--- config.mk ---
export PLATFORM = sky130hd
export DESIGN_NAME = load_inst_ctrl
export DESIGN_NICKNAME = d
export VERILOG_FILES = /design/src/rtl/ld_pkg.sv /design/src/rtl/load_align_ext.sv /design/src/rtl/load_inst_ctrl.sv
export SDC_FILE = /design/constraint.sdc
export NUM_CORES = 1
export LEC_CHECK = 0
export ABC_AREA = 1
export BUFFER_PORTS_ARGS = -buffer_cell sky130_fd_sc_hd__buf_2
export CAP_MARGIN = 10
export CORE_MARGIN = 1
export CORE_UTILIZATION = 35
export DETAILED_ROUTE_END_ITERATION = 6
export SETUP_SLACK_MARGIN = 0.4
export SLEW_MARGIN = 20
export SYNTH_ARGS = -nofsm -noshare
export SYNTH_HDL_FRONTEND = slang
export SYNTH_SLANG_ARGS = --single-unit
--- constraint.sdc ---
create_clock -name clk -period 2.65 [get_ports clk]
set_input_delay 0 -clock clk [delete_from_list [all_inputs] [get_ports clk]]
set_output_delay 0 -clock clk [all_outputs]
set_load 0.005 [all_outputs]
--- src/rtl/ld_pkg.sv ---
// Shared constants, state encoding and decode helpers for the RV32I load controller.
package ld_pkg;

    localparam logic [6:0] OPC_LOAD = 7'b0000011;

    localparam logic [2:0] F3_LB  = 3'b000;
    localparam logic [2:0] F3_LH  = 3'b001;
    localparam logic [2:0] F3_LW  = 3'b010;
    localparam logic [2:0] F3_LBU = 3'b100;
    localparam logic [2:0] F3_LHU = 3'b101;

    typedef enum logic [2:0] {
        StIdle,
        StDecode,
        StAddr,
        StMemReq,
        StMemWait,
        StWb,
        StErr
    } state_e;

    // Cause latched on the way into StErr, emitted as a pulse on the way out
    typedef enum logic [1:0] {
        ExcNone,
        ExcIllegal,
        ExcMisaligned,
        ExcBus
    } exc_e;

    function automatic logic funct3_legal(input logic [2:0] f3);
        return (f3 == F3_LB) || (f3 == F3_LH) || (f3 == F3_LW) ||
               (f3 == F3_LBU) || (f3 == F3_LHU);
    endfunction

    function automatic logic addr_misaligned(input logic [2:0] f3, input logic [1:0] ea_lo);
        logic mis;
        mis = 1'b0;
        if ((f3 == F3_LH) || (f3 == F3_LHU)) begin
            mis = ea_lo[0];
        end else if (f3 == F3_LW) begin
            mis = (ea_lo != 2'b00);
        end
        return mis;
    endfunction

endpackage

--- src/rtl/load_align_ext.sv ---
// Selects the byte/half/word addressed by ea[1:0] from a read word and extends it.
module load_align_ext
    import ld_pkg::*;
(
    input  logic [1:0]  ea_lo,
    input  logic [2:0]  funct3,
    input  logic [31:0] rdata,
    output logic [31:0] wdata
);

    logic [31:0] shifted;
    logic [7:0]  byte_sel;
    logic [15:0] half_sel;

    // Lane select and sign/zero extension
    always_comb begin
        shifted  = rdata >> {ea_lo, 3'b000};
        byte_sel = shifted[7:0];
        half_sel = ea_lo[1] ? rdata[31:16] : rdata[15:0];
        wdata    = rdata;
        case (funct3)
            F3_LB:   wdata = {{24{byte_sel[7]}}, byte_sel};
            F3_LBU:  wdata = {24'h0, byte_sel};
            F3_LH:   wdata = {{16{half_sel[15]}}, half_sel};
            F3_LHU:  wdata = {16'h0, half_sel};
            default: wdata = rdata;
        endcase
    end

endmodule

--- src/rtl/load_inst_ctrl.sv ---
// Multi-cycle controller for RV32I loads: decode, address, memory read, writeback.
module load_inst_ctrl
    import ld_pkg::*;
#(
    parameter int unsigned XLEN        = 32,
    parameter int unsigned TIMEOUT_CYC = 16
) (
    input  logic            clk,
    input  logic            rst_n,
    input  logic            inst_valid,
    output logic            inst_ready,
    input  logic [31:0]     inst_word,
    output logic [4:0]      rs1_addr,
    input  logic [XLEN-1:0] rs1_data,
    output logic            mem_req,
    output logic [XLEN-1:0] mem_addr,
    input  logic            mem_gnt,
    input  logic            mem_rvalid,
    input  logic [XLEN-1:0] mem_rdata,
    output logic            rf_we,
    output logic [4:0]      rf_waddr,
    output logic [XLEN-1:0] rf_wdata,
    output logic            done,
    output logic            exc_illegal,
    output logic            exc_misaligned,
    output logic            exc_bus,
    output logic            busy
);

    localparam logic [7:0] TimeoutLast = 8'(TIMEOUT_CYC - 1);

    state_e      state_q;
    exc_e        exc_q;
    logic [31:0] inst_q;
    logic [31:0] ea_q;
    logic [31:0] rdata_q;
    logic [31:0] rf_wdata_q;
    logic [7:0]  cnt_q;
    logic        mem_req_q;
    logic        rf_we_q;
    logic        done_q;
    logic        exc_illegal_q;
    logic        exc_misaligned_q;
    logic        exc_bus_q;

    logic [2:0]  funct3;
    logic [31:0] imm_sext;
    logic [31:0] ea_sum;
    logic [31:0] align_wdata;

    assign funct3   = inst_q[14:12];
    assign imm_sext = {{20{inst_q[31]}}, inst_q[31:20]};
    assign ea_sum   = rs1_data + imm_sext;

    load_align_ext u_align (
        .ea_lo  (ea_q[1:0]),
        .funct3 (funct3),
        .rdata  (rdata_q),
        .wdata  (align_wdata)
    );

    // Controller FSM with capture registers and registered pulse outputs
    always_ff @(posedge clk or negedge rst_n) begin
        if (!rst_n) begin
            state_q          <= StIdle;
            exc_q            <= ExcNone;
            inst_q           <= '0;
            ea_q             <= '0;
            rdata_q          <= '0;
            rf_wdata_q       <= '0;
            cnt_q            <= '0;
            mem_req_q        <= 1'b0;
            rf_we_q          <= 1'b0;
            done_q           <= 1'b0;
            exc_illegal_q    <= 1'b0;
            exc_misaligned_q <= 1'b0;
            exc_bus_q        <= 1'b0;
        end else begin
            rf_we_q          <= 1'b0;
            done_q           <= 1'b0;
            exc_illegal_q    <= 1'b0;
            exc_misaligned_q <= 1'b0;
            exc_bus_q        <= 1'b0;
            unique case (state_q)
                StIdle: begin
                    if (inst_valid) begin
                        inst_q  <= inst_word;
                        state_q <= StDecode;
                    end
                end
                StDecode: begin
                    if ((inst_q[6:0] != OPC_LOAD) || !funct3_legal(funct3)) begin
                        exc_q   <= ExcIllegal;
                        state_q <= StErr;
                    end else begin
                        state_q <= StAddr;
                    end
                end
                StAddr: begin
                    ea_q <= ea_sum;
                    if (addr_misaligned(funct3, ea_sum[1:0])) begin
                        exc_q   <= ExcMisaligned;
                        state_q <= StErr;
                    end else begin
                        mem_req_q <= 1'b1;
                        state_q   <= StMemReq;
                    end
                end
                StMemReq: begin
                    if (mem_gnt) begin
                        mem_req_q <= 1'b0;
                        cnt_q     <= '0;
                        if (mem_rvalid) begin
                            rdata_q <= mem_rdata;
                            state_q <= StWb;
                        end else begin
                            state_q <= StMemWait;
                        end
                    end
                end
                StMemWait: begin
                    // rvalid takes priority over an expiring timeout
                    if (mem_rvalid) begin
                        rdata_q <= mem_rdata;
                        cnt_q   <= '0;
                        state_q <= StWb;
                    end else if (cnt_q == TimeoutLast) begin
                        cnt_q   <= '0;
                        exc_q   <= ExcBus;
                        state_q <= StErr;
                    end else begin
                        cnt_q <= cnt_q + 8'd1;
                    end
                end
                StWb: begin
                    rf_we_q    <= (inst_q[11:7] != 5'd0);
                    rf_wdata_q <= align_wdata;
                    done_q     <= 1'b1;
                    state_q    <= StIdle;
                end
                StErr: begin
                    done_q           <= 1'b1;
                    exc_illegal_q    <= (exc_q == ExcIllegal);
                    exc_misaligned_q <= (exc_q == ExcMisaligned);
                    exc_bus_q        <= (exc_q == ExcBus);
                    exc_q            <= ExcNone;
                    state_q          <= StIdle;
                end
                default: state_q <= StIdle;
            endcase
        end
    end

    assign inst_ready     = (state_q == StIdle);
    assign busy           = (state_q != StIdle);
    assign rs1_addr       = inst_q[19:15];
    assign rf_waddr       = inst_q[11:7];
    assign mem_req        = mem_req_q;
    assign mem_addr       = {ea_q[31:2], 2'b00};
    assign rf_we          = rf_we_q;
    assign rf_wdata       = rf_wdata_q;
    assign done           = done_q;
    assign exc_illegal    = exc_illegal_q;
    assign exc_misaligned = exc_misaligned_q;
    assign exc_bus        = exc_bus_q;

endmodule
==> results.py <==
metrics = {
    "floorplan": {
        "core_um2": 25200,
        "die_h_um": 162,
        "num_rows": 58,
        "initial_core_util_pct": 35.7,
        "die_x_um": 162,
        "die-area_um2": 26300,
        "io_pins": 183,
    },
    "power": {
        "ir_worst_vdd_mv": 0.562,
        "power_density_nw_per_um2": 1150,
        "p_leak_uw": 0.00605,
    },
    "sta": {
        "finalCriticalPeriod_ps": 2130,
        "fmax_ghz": 0.469,
        "rsz0062_at_grt": "yes",
        "hold-worst-slack_ps": -8.92,
        "final.period_utilization_pct": 80.5,
        "setup_viol": 0,
        "slew_viol_final": 0,
        "slew-limit-headroom_pct": 50.1,
        "skew_ps": 21.9,
        "hold_violations": 1,
        "worst_pin_slew_ps": 745,
        "tns_ps": 0,
    },
    "cts": {
        "cts_buffer_depth": 2,
        "numCtsBuffers": 17,
        "cts_setup_buffers": 0,
        "cts_tree": "done",
        "clockRootBuffer": "clkbuf_16",
        "clkTransAtPathRegs_ps": 80,
        "numClockSinks": 147,
        "htreeDepth": 4,
        "clk_latency_ps": 440,
    },
    "worst_setup_path": {
        "path_cells": "ha_1 > nand2_1 > inv_1 > nand2_1 > inv_1 > a21oi_1 > nand2_1 > nand2_1 > nand3_1 > nand3_1 > nand2_1",
        "cp.required_ps": 2970,
        "cp_max_fo": 16,
        "start_kind": "register",
        "crit_path_frequent_cell": "nand2_1",
        "slowest_stage": "dfrtp_4",
        "cp-end-kind": "register",
        "cpPeakStageDelay_ps": 600,
        "worstPathArrival_ps": 2450,
        "criticalPathCategory": "register to register",
    },
    "synthesis": {
        "synthFlopType": "dfrtp_1",
        "yosysWarnings": 0,
        "netlist-cell-type-count": 44,
        "netlist_area_um2": 8990,
        "synth-async-reset-ratio_pct": 100,
        "ys_seq_elements": 147,
        "synth_edf_count": 0,
        "avgSynthCellArea_um2": 7.75,
        "syn-instance-count": 1160,
        "ys_seq_area_share_pct": 40.9,
    },
    "global_route": {
        "grt_pass1_wl_um": 39800,
        "grt-ovfl-total": 0,
        "grt_start_max_net_pins": 64,
        "first_global_vias": 7750,
        "antenna_found_initial": 0,
        "track_usage_pct": 19.4,
    },
    "run_status": {
        "violations": "hold timing",
        "outcome": "complete, but fails checks",
    },
    "cells_and_area": {
        "drive_gt1_share_pct": 22.0,
        "final_cell_mix": "nand2_1, buf_2, inv_1",
        "finish.utilization_pct": 44.9,
        "layout.cells.most_common": "nand2_1",
        "nNetsFinal": 1507,
        "num_antenna_cells": 0,
        "area_growth_pct": 25.6,
    },
    "detailed_routing": {
        "ant_nets": 0,
        "via_per_inst": 4.69,
        "wl_per_cell_um": 14.5,
        "num_vias": 8054,
        "first_pass_iters": 5,
        "drtIter0Drc": 515,
        "drc": 0,
        "wirelength_um": 25000,
    },
    "worst_hold_path": {
        "hp-class": "input pin to register",
    },
    "place": {
        "io_buffers": 180,
        "place.detailed.hpwl_um": 18300,
        "globalplace.congestion": 0.978,
    },
    "run": {
        "max_cap_violations": 0,
    },
}
-- cells in the mapped netlist, types with 2 or more instances --
| cell type | n | area (um^2) |
|---|---|---|
| a21oi_1 | 59 | 295 |
| ha_1 | 32 | 400 |
| inv_1 | 167 | 627 |
| xnor2_1 | 15 | 131 |
| buf_4 | 44 | 330 |
| mux2_4 | 22 | 330 |
| o21ai_0 | 64 | 320 |
| mux2_2 | 29 | 327 |
| nor2_1 | 72 | 270 |
| nand3_1 | 72 | 360 |
| o211ai_1 | 3 | 22.5 |
| dfrtp_1 | 147 | 3680 |
| clkbuf_1 | 12 | 45.0 |
| o21ai_1 | 7 | 35.0 |
| o21bai_1 | 3 | 22.5 |
| o31ai_1 | 4 | 30.0 |
| a211oi_1 | 2 | 15.0 |
| nand2_1 | 326 | 1220 |
| buf_2 | 12 | 60.1 |
| inv_2 | 6 | 22.5 |
| o22ai_1 | 8 | 50.1 |
| nand2_2 | 5 | 31.3 |
| nor3_1 | 14 | 70.1 |
| nor2_2 | 4 | 25.0 |
| nand3b_1 | 5 | 37.5 |
| nor2_4 | 2 | 22.5 |
| nand4_1 | 6 | 37.5 |
| buf_6 | 2 | 22.5 |
-- path summary, 6_finish.rpt --
path / slack, ps / cells after the start / to / start
setup / recovery: 520 / 11 / ea_q[30] / inst_q[31]
setup reg to reg: 520 / 11 / ea_q[30] / inst_q[31]
max in group asynchronous: 1750 / 3 / inst_q[31] / rst_n
min in group asynchronous: 130 / 2 / ea_q[6] / rst_n
hold / removal: -9 / 4 / ea_q[0] / rs1_data[0]
hold reg to reg: 460 / 1 / exc_misaligned / exc_q[0]
-- worst max-delay path, delay by kind of cell, from the launching register on --
kind / cells / cell delay (ps)
AOI/OAI and AO/OA: 1 / 160
adders and majority gates: 1 / 370
buffers and inverters: 2 / 170
DFF: 1 / 600
and+or+nand+nor: 7 / 730
-- sequential cells by signal (all words and copies together), names as in the netlist --
name / cells
cnt_q: 8
done: 1
ea_q: 32
exc_bus: 1
exc_illegal: 1
exc_misaligned: 1
exc_q: 2
inst_q: 32
mem_req: 1
rdata_q: 32
rf_wdata: 32
rf_we: 1
state_q: 3
-- power breakdown --
group,internal [uW],switching [uW]
combinational,2750,3730
sequential,3330,785
clock,1250,1100
total,7330,5610
-- repair_timing --
item / in CTS / in global routing
hold endpoints to repair: 129 / 0
gates resized for setup: 1 / 9
hold buffers: 69 / 0
endpoints found under the setup margin: 2 / 10
-- kinds of logic (layout without fill, tap and decap cells) --
group,count (synthesis),after routing,synth area share (%)
flip-flops,147,147,40.9
buffers and inverters,243,468,12.3
AND/OR/NAND/NOR,510,510,23.6
AO/OA/AOI/OAI,159,159,9.64
adder cells (fa/ha/maj),33,33,4.68
XOR/XNOR,16,16,1.56
other,1,2,0.0417
multiplexers,51,51,7.30
-- layer usage --
layer  GRT usage [%]  vias up  share of wire [%]
li1                -     4095                  -
met1            27.1     3732                 49
met2            30.8      205                 45
met3            3.14       22                4.3
met4            5.49        0                1.3
met5               0        -                  0
-- per-stage QoR --
stage               hold slack, ps  area, um^2  power [uW]  instances  worst slack [ps]
global placement              41.6        9990       10400       1615               375
finish                       -8.92       11300       12900       1716               517
detailed placement            35.9        9990       10500       1615               377
global route                  37.5       11300       14100       1716               342
floorplan                     -296        9000        8790       1161               748
CTS                          0.340       11200       13000       1716               462
-- area by class of cell --
class | instances | area, um^2
Clock buffer | 18 | 429
Fill cell | 2573 | 13900
Multi-Input combinational cell | 771 | 4260
Timing Repair Buffer | 263 | 1730
Tap cell | 330 | 413
Inverter | 173 | 649
Sequential cell | 147 | 3680
Clock inverter | 14 | 138
Power figures use the tool's default switching activity.
